$ cat config.mk
export PLATFORM = sky130hd
export DESIGN_NAME = multicycle_control_fsm
export DESIGN_NICKNAME = d
export VERILOG_FILES = /design/src/rtl/multicycle_control_fsm.sv
export SDC_FILE = /design/constraint.sdc
export NUM_CORES = 1
export LEC_CHECK = 0
export ABC_AREA = 1
export ABC_CLOCK_PERIOD_IN_PS = 3900
export BUFFER_PORTS_ARGS = -buffer_cell sky130_fd_sc_hd__buf_2
export CAP_MARGIN = 20
export CELL_PAD_IN_SITES_DETAIL_PLACEMENT = 0
export CELL_PAD_IN_SITES_GLOBAL_PLACEMENT = 2
export CORE_MARGIN = 3
export CORE_UTILIZATION = 25
export DETAILED_ROUTE_END_ITERATION = 10
export PLACE_DENSITY = 0.83
export SLEW_MARGIN = 40
export SYNTH_ARGS = -nofsm -noshare
export SYNTH_HDL_FRONTEND = slang
export SYNTH_SLANG_ARGS = --single-unit
$ cat constraint.sdc
create_clock -name clk -period 3.9 [get_ports clk]
set_input_delay 0.78 -clock clk [delete_from_list [all_inputs] [get_ports clk]]
set_output_delay 0.78 -clock clk [all_outputs]
set_load 0.05 [all_outputs]
$ cat src/rtl/multicycle_control_fsm.sv
// Multi-cycle MIPS control unit.
// Sequences each instruction over several states and drives the shared-memory
// datapath controls. Memory states wait on mem_ready under a watchdog that
// parks the FSM in FAULT until reset. Retired instructions are counted with
// a saturating counter.
// Optional feature: define CTRL_JUMP_EN to decode OP_J into the JUMP state;
// without it OP_J is reported as an illegal opcode.
module multicycle_control_fsm #(
    parameter logic [5:0] OP_RTYPE = 6'b000000,
    parameter logic [5:0] OP_LW    = 6'b100011,
    parameter logic [5:0] OP_SW    = 6'b101011,
    parameter logic [5:0] OP_BEQ   = 6'b000100,
    parameter logic [5:0] OP_ADDI  = 6'b001000,
    parameter logic [5:0] OP_J     = 6'b000010,
    parameter int         TIMEOUT  = 64,
    parameter int         CNT_W    = 16
) (
    input  logic             clk,
    input  logic             rst,
    input  logic [5:0]       ins_opCode,
    input  logic             mem_ready,
    output logic             PCWrite,
    output logic             PCWriteCond,
    output logic             IorD,
    output logic             MemRead,
    output logic             MemWrite,
    output logic             MemtoReg,
    output logic             IRWrite,
    output logic [1:0]       PCSource,
    output logic [1:0]       ALUOp,
    output logic             ALUSrcA,
    output logic [1:0]       ALUSrcB,
    output logic             RegWrite,
    output logic             RegDst,
    output logic [3:0]       state,
    output logic             retire,
    output logic             illegal_op,
    output logic             fault,
    output logic [CNT_W-1:0] instr_count
);

    typedef enum logic [3:0] {
        FETCH   = 4'd0,
        DECODE  = 4'd1,
        MEMADDR = 4'd2,
        MEMRD   = 4'd3,
        MEMWB   = 4'd4,
        MEMWR   = 4'd5,
        EXEC    = 4'd6,
        RWB     = 4'd7,
        BRANCH  = 4'd8,
        ADDIEX  = 4'd9,
        ADDIWB  = 4'd10,
        JUMP    = 4'd11,
        FAULT   = 4'd15
    } stateType;

    // The wait counter only ever holds 0..TIMEOUT-1: at TIMEOUT-1 a further
    // idle cycle exits to FAULT instead of incrementing.
    localparam int WAIT_W = (TIMEOUT < 2) ? 1 : $clog2(TIMEOUT);
    localparam logic [WAIT_W-1:0] WAIT_LAST = WAIT_W'(TIMEOUT - 1);

    stateType          stateReg, stateNext;
    logic [WAIT_W-1:0] waitReg, waitNext;
    logic              faultReg;
    logic [CNT_W-1:0]  countReg;
    logic              waitExpired;

    // Memory stalled on the last cycle the watchdog allows.
    assign waitExpired = !mem_ready && (waitReg == WAIT_LAST);

    // State, watchdog, sticky fault flag and saturating retire counter.
    always_ff @(posedge clk) begin
        if (rst) begin
            stateReg <= FETCH;
            waitReg  <= '0;
            faultReg <= 1'b0;
            countReg <= '0;
        end else begin
            stateReg <= stateNext;
            waitReg  <= waitNext;
            if (stateNext == FAULT) begin
                faultReg <= 1'b1;
            end
            if (retire && (countReg != {CNT_W{1'b1}})) begin
                countReg <= countReg + CNT_W'(1);
            end
        end
    end

    // Next-state and control decode; outputs are forced low while in reset.
    always_comb begin
        stateNext   = stateReg;
        waitNext    = '0;
        PCWrite     = 1'b0;
        PCWriteCond = 1'b0;
        IorD        = 1'b0;
        MemRead     = 1'b0;
        MemWrite    = 1'b0;
        MemtoReg    = 1'b0;
        IRWrite     = 1'b0;
        PCSource    = 2'b00;
        ALUOp       = 2'b00;
        ALUSrcA     = 1'b0;
        ALUSrcB     = 2'b00;
        RegWrite    = 1'b0;
        RegDst      = 1'b0;
        retire      = 1'b0;
        illegal_op  = 1'b0;

        case (stateReg)
            FETCH: begin
                MemRead = 1'b1;
                ALUSrcB = 2'b01;
                if (mem_ready) begin
                    IRWrite   = 1'b1;
                    PCWrite   = 1'b1;
                    stateNext = DECODE;
                end else if (waitExpired) begin
                    stateNext = FAULT;
                end else begin
                    waitNext = waitReg + WAIT_W'(1);
                end
            end
            DECODE: begin
                ALUSrcB = 2'b11;
                if ((ins_opCode == OP_LW) || (ins_opCode == OP_SW)) begin
                    stateNext = MEMADDR;
                end else if (ins_opCode == OP_RTYPE) begin
                    stateNext = EXEC;
                end else if (ins_opCode == OP_BEQ) begin
                    stateNext = BRANCH;
                end else if (ins_opCode == OP_ADDI) begin
                    stateNext = ADDIEX;
`ifdef CTRL_JUMP_EN
                end else if (ins_opCode == OP_J) begin
                    stateNext = JUMP;
`else
                end else if (ins_opCode == OP_J) begin
                    // Jump support is compiled out: j is just another bad opcode.
                    illegal_op = 1'b1;
                    stateNext  = FETCH;
`endif
                end else begin
                    illegal_op = 1'b1;
                    stateNext  = FETCH;
                end
            end
            MEMADDR: begin
                ALUSrcA   = 1'b1;
                ALUSrcB   = 2'b10;
                stateNext = (ins_opCode == OP_SW) ? MEMWR : MEMRD;
            end
            MEMRD: begin
                MemRead = 1'b1;
                IorD    = 1'b1;
                if (mem_ready) begin
                    stateNext = MEMWB;
                end else if (waitExpired) begin
                    stateNext = FAULT;
                end else begin
                    waitNext = waitReg + WAIT_W'(1);
                end
            end
            MEMWB: begin
                RegWrite  = 1'b1;
                MemtoReg  = 1'b1;
                retire    = 1'b1;
                stateNext = FETCH;
            end
            MEMWR: begin
                MemWrite = 1'b1;
                IorD     = 1'b1;
                if (mem_ready) begin
                    retire    = 1'b1;
                    stateNext = FETCH;
                end else if (waitExpired) begin
                    stateNext = FAULT;
                end else begin
                    waitNext = waitReg + WAIT_W'(1);
                end
            end
            EXEC: begin
                ALUSrcA   = 1'b1;
                ALUOp     = 2'b10;
                stateNext = RWB;
            end
            RWB: begin
                RegWrite  = 1'b1;
                RegDst    = 1'b1;
                retire    = 1'b1;
                stateNext = FETCH;
            end
            BRANCH: begin
                ALUSrcA     = 1'b1;
                ALUOp       = 2'b01;
                PCWriteCond = 1'b1;
                PCSource    = 2'b01;
                retire      = 1'b1;
                stateNext   = FETCH;
            end
            ADDIEX: begin
                ALUSrcA   = 1'b1;
                ALUSrcB   = 2'b10;
                stateNext = ADDIWB;
            end
            ADDIWB: begin
                RegWrite  = 1'b1;
                retire    = 1'b1;
                stateNext = FETCH;
            end
`ifdef CTRL_JUMP_EN
            JUMP: begin
                PCWrite   = 1'b1;
                PCSource  = 2'b10;
                retire    = 1'b1;
                stateNext = FETCH;
            end
`endif
            FAULT: begin
                stateNext = FAULT;
            end
            default: begin
                // Unused encodings can only come from an upset; park safely.
                stateNext = FAULT;
            end
        endcase

        if (rst) begin
            PCWrite     = 1'b0;
            PCWriteCond = 1'b0;
            IorD        = 1'b0;
            MemRead     = 1'b0;
            MemWrite    = 1'b0;
            MemtoReg    = 1'b0;
            IRWrite     = 1'b0;
            PCSource    = 2'b00;
            ALUOp       = 2'b00;
            ALUSrcA     = 1'b0;
            ALUSrcB     = 2'b00;
            RegWrite    = 1'b0;
            RegDst      = 1'b0;
            retire      = 1'b0;
            illegal_op  = 1'b0;
        end
    end

    assign state       = stateReg;
    assign fault       = faultReg;
    assign instr_count = countReg;

endmodule
==> flow_metrics.env, run 1 <==
export IMPL_drc=0
export IMPL_ys_warnings_count=0
export IMPL_nFillCells=826
export IMPL_layout_setup_ws_ns=1.05
export IMPL_fin_util_pct=30.6
export IMPL_grt_max_degree=18
export IMPL_final_common_cell="nand2_1"
export IMPL_rows=31
export IMPL_pwr_density_cell_nw_per_um2=249
export IMPL_final_cell_mix="nand2_1, nor2_1, buf_2, nand3_1, inv_1"
export IMPL_drtAntennaViolNets=0
export IMPL_drt_iter0_drc=108
export IMPL_fmax_ghz=0.350
export IMPL_required_ns=3.12
export IMPL_ctsHoldBuffers=0
export IMPL_area_growth_pct=17.7
export IMPL_yosysTopAreaCellShare_pct=28.4
export IMPL_p_seq_share_pct=51.4
export IMPL_via_per_inst=4.47
export IMPL_synthCells=300
export IMPL_p_comb_share_pct=19.4
export IMPL_worst_hold_slack_ns=0.450
export IMPL_grt_util_met2_pct=18.5
export IMPL_avgSynthCellArea_um2=6.35
export IMPL_synth_flop_cell="dfxtp_1"
export IMPL_status="finished clean"
export IMPL_p_leak_nw=1.02
export IMPL_gp_congestion=0.794
export IMPL_num_antenna_cells=0
export IMPL_cap_violations=0
export IMPL_seq_area_frac_synth_pct=28.4
export IMPL_die_y_um=93.3
export IMPL_antenna_found_initial=0
export IMPL_p_int_mw=0.378
export IMPL_cts_setup_buffers=0
export IMPL_clockBufferDepth=2
export IMPL_synth_enable_flop_cells=0
export IMPL_maxSlewViolCount=0
export IMPL_swShare_pct=32.4
export IMPL_ys_ff_latch=27
export IMPL_die_w_um=93.3
export IMPL_hp_class="reg -> reg"
export IMPL_wl_per_cell_um=11.4
export IMPL_cts_tree="done"
export IMPL_grt_pass1_vias=1803
export IMPL_crit_fanout=17
export IMPL_cts_root_buf="clkbuf_8"
export IMPL_overflow=0
export IMPL_top_usage_layer="met2"
export IMPL_initial_core_util_pct=26.0
export IMPL_worstSetupStartpointType="input pin"
export IMPL_clk_latency_ns=0.27
export IMPL_cts_resized=0
export IMPL_finalCritPeriodShare_pct=73.2
export IMPL_wl_um=5020
export IMPL_ys_top_cells_by_area="dfxtp_1, nand2_1, nor2_1"
export IMPL_synth_async_reset_ratio_pct=0
export IMPL_crit_path_end_kind="primary output"
export IMPL_ioPinCount=48
export IMPL_cts_sinks=27
export IMPL_core_um2=7330
export IMPL_synth_top_area_cell="dfxtp_1"
export IMPL_finalSetupViolations=0
export IMPL_worstSetupPathType="in -> out"
export IMPL_globalRouteMet3Util_pct=2.01
export IMPL_min_period_ns=2.85
export IMPL_io_buffers=46
export IMPL_finalHoldViolations=0
export IMPL_fin_skew_ns=0.00320
export IMPL_grtUsageTotal_pct=11.6
export IMPL_pre_cts_ws_ns=1.04
export IMPL_gr_usage_met1_pct=16.4
export IMPL_peakVddDrop_uv=106
export IMPL_cts_made_buffers=3
export IMPL_ys_types=30
export IMPL_first_pass_iters=4
export IMPL_htreeDepth=1
export IMPL_dp_hpwl_um=3890
export IMPL_syn_area_um2=1910
export IMPL_path_clk_slew_ns=0.09
export IMPL_grt_pass1_wl_um=8420
export IMPL_p_sw_mw=0.181
export IMPL_grt_setup_unrepaired="no"
export IMPL_final_layout_size_suffix_gt1_share_pct=23.8
export IMPL_fin_setup_tns_ns=0
export IMPL_pwr_share_clk_pct=29.2
export IMPL_worstPathArrival_ns=2.07
export IMPL_synth_nets=311
export IMPL_num_vias=1966
export IMPL_finalNetCount=353
export IMPL_dieArea_um2=8710
-- through the flow --
stage                     cell area [um2]  cells  power (mW)
after floorplan                      1910    300       0.380
after global placement               2190    436       0.404
after detailed placement             2190    436       0.403
after CTS                            2240    440       0.570
after global routing                 2240    440       0.588
final                                2240    440       0.559
-- worst paths after layout --
path,endpoint,cells after the start,from,slack [ns]
worst max-delay path,retire,8,rst,1.05
worst min-delay path,waitReg[0]$_SDFF_PP0_,1,waitReg[0]$_SDFF_PP0_,0.45
worst max register to register,instr_count[1]$_SDFFE_PP0P_,10,instr_count[0]$_SDFFE_PP0P_,1.93
worst min register to register,waitReg[0]$_SDFF_PP0_,1,waitReg[0]$_SDFF_PP0_,0.45
-- kinds of logic after synthesis --
group,after synthesis,synth area share [%]
buffers and inverters,41,10.2
adders and majority gates,2,1.31
other,1,0.197
DFF,27,28.4
and+or+nand+nor,185,43.9
xor gates and xnor gates,10,4.60
AOI/OAI and AO/OA,34,11.4
-- power groups by stage --
stage / logic (mW) / registers (mW) / clock network, mW
final: 0.109 / 0.287 / 0.163
after global routing: 0.119 / 0.289 / 0.180
after CTS: 0.109 / 0.287 / 0.173
after detailed placement: 0.109 / 0.294 / 0
after global placement: 0.110 / 0.294 / 0
after floorplan: 0.0773 / 0.303 / 0
-- cell usage after synthesis, types with 2 or more instances --
| library cell | instances |
|---|---|
| nand2_4 | 4 |
| buf_2 | 2 |
| inv_2 | 2 |
| xnor2_1 | 4 |
| ha_1 | 2 |
| xor2_1 | 6 |
| nor2_4 | 3 |
| nand4_1 | 5 |
| dfxtp_1 | 27 |
| nand2_1 | 78 |
| nand2_2 | 8 |
| a21oi_2 | 10 |
| nand3_1 | 33 |
| buf_4 | 4 |
| nor2_1 | 47 |
| o21ai_0 | 9 |
| inv_1 | 29 |
| nor3_1 | 4 |
| a21oi_1 | 12 |
-- state kept, by name, indices dropped and copies added, names as in the netlist --
register     cells
instr_count     16
waitReg          6
state            4
fault            1
-- layout make-up --
type | instances | area, um2 | area share [%]
Multi-Input combinational cell | 232 | 1170 | 52.4
Sequential cell | 27 | 541 | 24.1
Timing Repair Buffer | 47 | 238 | 10.6
Tap cell | 99 | 124 | 5.52
Inverter | 31 | 116 | 5.19
Clock buffer | 3 | 41.3 | 1.84
Clock inverter | 1 | 7.51 | 0.335
-- critical path, cell delays in order --
cell and delay, ns:
buf_2 0.20, buf_4 0.24, nor2_1 0.15, nand2_1 0.06
nand2_1 0.08, inv_2 0.05, nand2_4 0.19, buf_2 0.31
-- routing by layer --
layer,part of all wire (%),vias up
li1,-,1041
met1,51,877
met2,44,42
met3,4.1,6
met4,1.2,0
met5,0,-
Note: power is estimated with default switching activity, not from simulation.
==> run 2: changes to the inputs <==
--- a/config.mk
+++ b/config.mk
@@ -5,8 +5,8 @@
 export SDC_FILE = /design/constraint.sdc
 export NUM_CORES = 1
 export LEC_CHECK = 0
-export ABC_AREA = 1
-export ABC_CLOCK_PERIOD_IN_PS = 3900
+export ABC_AREA = 0
+export ABC_CLOCK_PERIOD_IN_PS = 2980
 export BUFFER_PORTS_ARGS = -buffer_cell sky130_fd_sc_hd__buf_2
 export CAP_MARGIN = 20
 export CELL_PAD_IN_SITES_DETAIL_PLACEMENT = 0
@@ -14,7 +14,7 @@
 export CORE_MARGIN = 3
 export CORE_UTILIZATION = 25
 export DETAILED_ROUTE_END_ITERATION = 10
-export PLACE_DENSITY = 0.83
+export PLACE_DENSITY = 0.8
 export SLEW_MARGIN = 40
 export SYNTH_ARGS = -nofsm -noshare
 export SYNTH_HDL_FRONTEND = slang
==> constraint.sdc (replaced) <==
create_clock -name clk -period 2.98 [get_ports clk]
set_input_delay 0.596 -clock clk [delete_from_list [all_inputs] [get_ports clk]]
set_output_delay 0.596 -clock clk [all_outputs]
set_load 0.05 [all_outputs]
==> run 2 against run 1 <==
Synthesized cell count is 26% lower. Register-to-register slack worse by 1.1 ns. Sequential share of layout area is 1.8 points higher. Die area is 9.0% lower. Via count is 9.4% lower. Critical path depth is 3 lower. Synthesized area is 9.7% lower. Largest cell class unchanged. Highest routed layer unchanged.
==> flow_metrics.env, run 2 <==
export IMPL_status="finished clean"
export IMPL_finalHoldViolations=0
export IMPL_wl_per_cell_um=14.2
export IMPL_avgSynthCellArea_um2=7.76
export IMPL_die_y_um=89.0
export IMPL_htreeDepth=1
export IMPL_largest_reg_flops=16
export IMPL_hp_start="waitReg[0]$_SDFF_PP0_"
export IMPL_syn_area_um2=1720
export IMPL_pwr_density_cell_nw_per_um2=327
export IMPL_initial_core_util_pct=26.5
export IMPL_overflow=0
export IMPL_drtAntennaViolNets=0
export IMPL_ys_warnings_count=0
export IMPL_dieArea_um2=7920
export IMPL_synth_enable_flop_cells=0
export IMPL_num_antenna_cells=0
export IMPL_crit_path_start="state[0]$_SDFF_PP0_"
export IMPL_hold_depth=1
export IMPL_seq_area_frac_synth_pct=31.4
export IMPL_final_cell_mix="buf_2, nor2_1, dfxtp_1, nand3_1, a21oi_1"
export IMPL_cts_setup_buffers=0
export IMPL_drc=0
export IMPL_final_common_cell="buf_2"
export IMPL_first_pass_iters=4
export IMPL_min_period_ns=2.58
export IMPL_grt_max_degree=20
export IMPL_tightest_slew_ns=0.695
export IMPL_clockBufferDepth=2
export IMPL_wl_um=4830
export IMPL_ioPinCount=48
export IMPL_drt_iter0_drc=109
export IMPL_synth_top_area_cell="dfxtp_1"
export IMPL_worstPathArrival_ns=1.99
export IMPL_fin_skew_ns=0.00241
export IMPL_fmax_ghz=0.387
export IMPL_crit_path_end_kind="primary output"
export IMPL_cts_tree="done"
export IMPL_gp_congestion=0.766
export IMPL_ctsHoldBuffers=0
export IMPL_dp_hpwl_um=3580
export IMPL_synth_nets=233
export IMPL_fin_util_pct=32.1
export IMPL_required_ns=2.38
export IMPL_clk_latency_ns=0.27
export IMPL_synthCells=222
export IMPL_ys_types=53
export IMPL_grt_pass1_wl_um=7730
export IMPL_worstSetupPathType="reg -> out"
export IMPL_grt_setup_unrepaired="no"
export IMPL_grt_pass1_vias=1577
export IMPL_rows=29
export IMPL_finalSetupViolations=0
export IMPL_maxSlewViolCount=0
export IMPL_final_layout_size_suffix_gt1_share_pct=25.5
export IMPL_cts_resized=0
export IMPL_ys_ff_latch=27
export IMPL_peakVddDrop_uv=192
export IMPL_grtUsageTotal_pct=12.1
export IMPL_die_w_um=89.0
export IMPL_cap_violations=0
export IMPL_io_buffers=46
export IMPL_num_vias=1781
export IMPL_path_clk_slew_ns=0.09
export IMPL_cts_made_buffers=3
export IMPL_finalNetCount=275
export IMPL_cts_sinks=27
export IMPL_core_um2=6490
export IMPL_crit_fanout=17
export IMPL_yosys_cell_count_top_type="nor2_1"
export IMPL_synth_commonest_cells="nor2_1, dfxtp_1, nand3_1"
export IMPL_antenna_found_initial=0
export IMPL_via_per_inst=5.24
export IMPL_finalCritPeriodShare_pct=86.7
export IMPL_yosysTopAreaCellShare_pct=31.4
export IMPL_synth_async_reset_ratio_pct=0
export IMPL_max_slew_margin_pct=53.6
export IMPL_timing_rr_start="state[0]$_SDFF_PP0_"
export IMPL_hp_class="reg -> reg"
export IMPL_p_leak_nw=0.847
export IMPL_area_growth_pct=21.1
export IMPL_ys_top_cells_by_area="dfxtp_1, nor2_1, nand3_1"
export IMPL_fin_setup_tns_ns=0
export IMPL_cts_root_buf="clkbuf_8"
export IMPL_reg2reg_depth=5
export IMPL_synth_flop_cell="dfxtp_1"
export IMPL_worstSetupStartpointType="register"
## run 2: power breakdown
group	total [mW]	internal [mW]	switching (mW)
logic	0.0977	0.0275	0.0702
clock network	0.212	0.0948	0.117
registers	0.372	0.364	0.00814
total	0.681	0.486	0.195
## run 2: worst paths after layout
check | endpoint | slack, ns
hold / removal | waitReg[0]$_SDFF_PP0_ | 0.46
hold reg to reg | waitReg[0]$_SDFF_PP0_ | 0.46
setup reg to reg | fault$_SDFFE_PP0N_ | 0.80
setup / recovery | retire | 0.40
## run 2: metal layers
metal / GRT usage (%) / wire [um] / part of all wire (%)
met5: 0 / 0 / 0
met4: 2.57 / 36 / 0.75
met3: 2.12 / 205 / 4.2
met2: 18.2 / 2090 / 43
met1: 18.0 / 2500 / 52
## run 2: layout make-up
class	count	area (um2)
Clock buffer	3	41.3
Multi-Input combinational cell	171	1080
Sequential cell	27	541
Inverter	7	26.3
Fill cell	717	4410
Clock inverter	1	7.51
Timing Repair Buffer	54	290
Tap cell	77	96.3
## run 2: worst max-delay path: stages, from the launching register on
cell     delay (ns)
dfxtp_1        0.73
nor2_1         0.20
o21a_1         0.24
o21ai_1        0.27
inv_2          0.06
buf_2          0.21
## run 2: cells by family (layout without fill, tap and decap cells)
logic type | after synthesis | in the layout | synth area share [%]
XOR/XNOR | 7 | 7 | 3.56
AO/OA/AOI/OAI | 57 | 57 | 23.7
adder cells (fa/ha/maj) | 2 | 2 | 1.45
other | 1 | 1 | 0.218
buffers and inverters | 24 | 65 | 6.40
multiplexers | 1 | 1 | 0.581
flip-flops | 27 | 27 | 31.4
AND/OR/NAND/NOR | 103 | 103 | 32.7
## run 2: through the flow
| step | setup slack, ns | std cells | instance area [um2] | hold WS (ns) | total power [mW] |
|---|---|---|---|---|---|
| after floorplan | 0.143 | 222 | 1730 | 0.418 | 0.452 |
| after global placement | 0.716 | 336 | 2040 | 0.433 | 0.478 |
| after detailed placement | 0.696 | 336 | 2040 | 0.445 | 0.478 |
| after CTS | 0.376 | 340 | 2080 | 0.461 | 0.691 |
| after global routing | 0.230 | 340 | 2080 | 0.495 | 0.715 |
| final | 0.395 | 340 | 2080 | 0.459 | 0.681 |
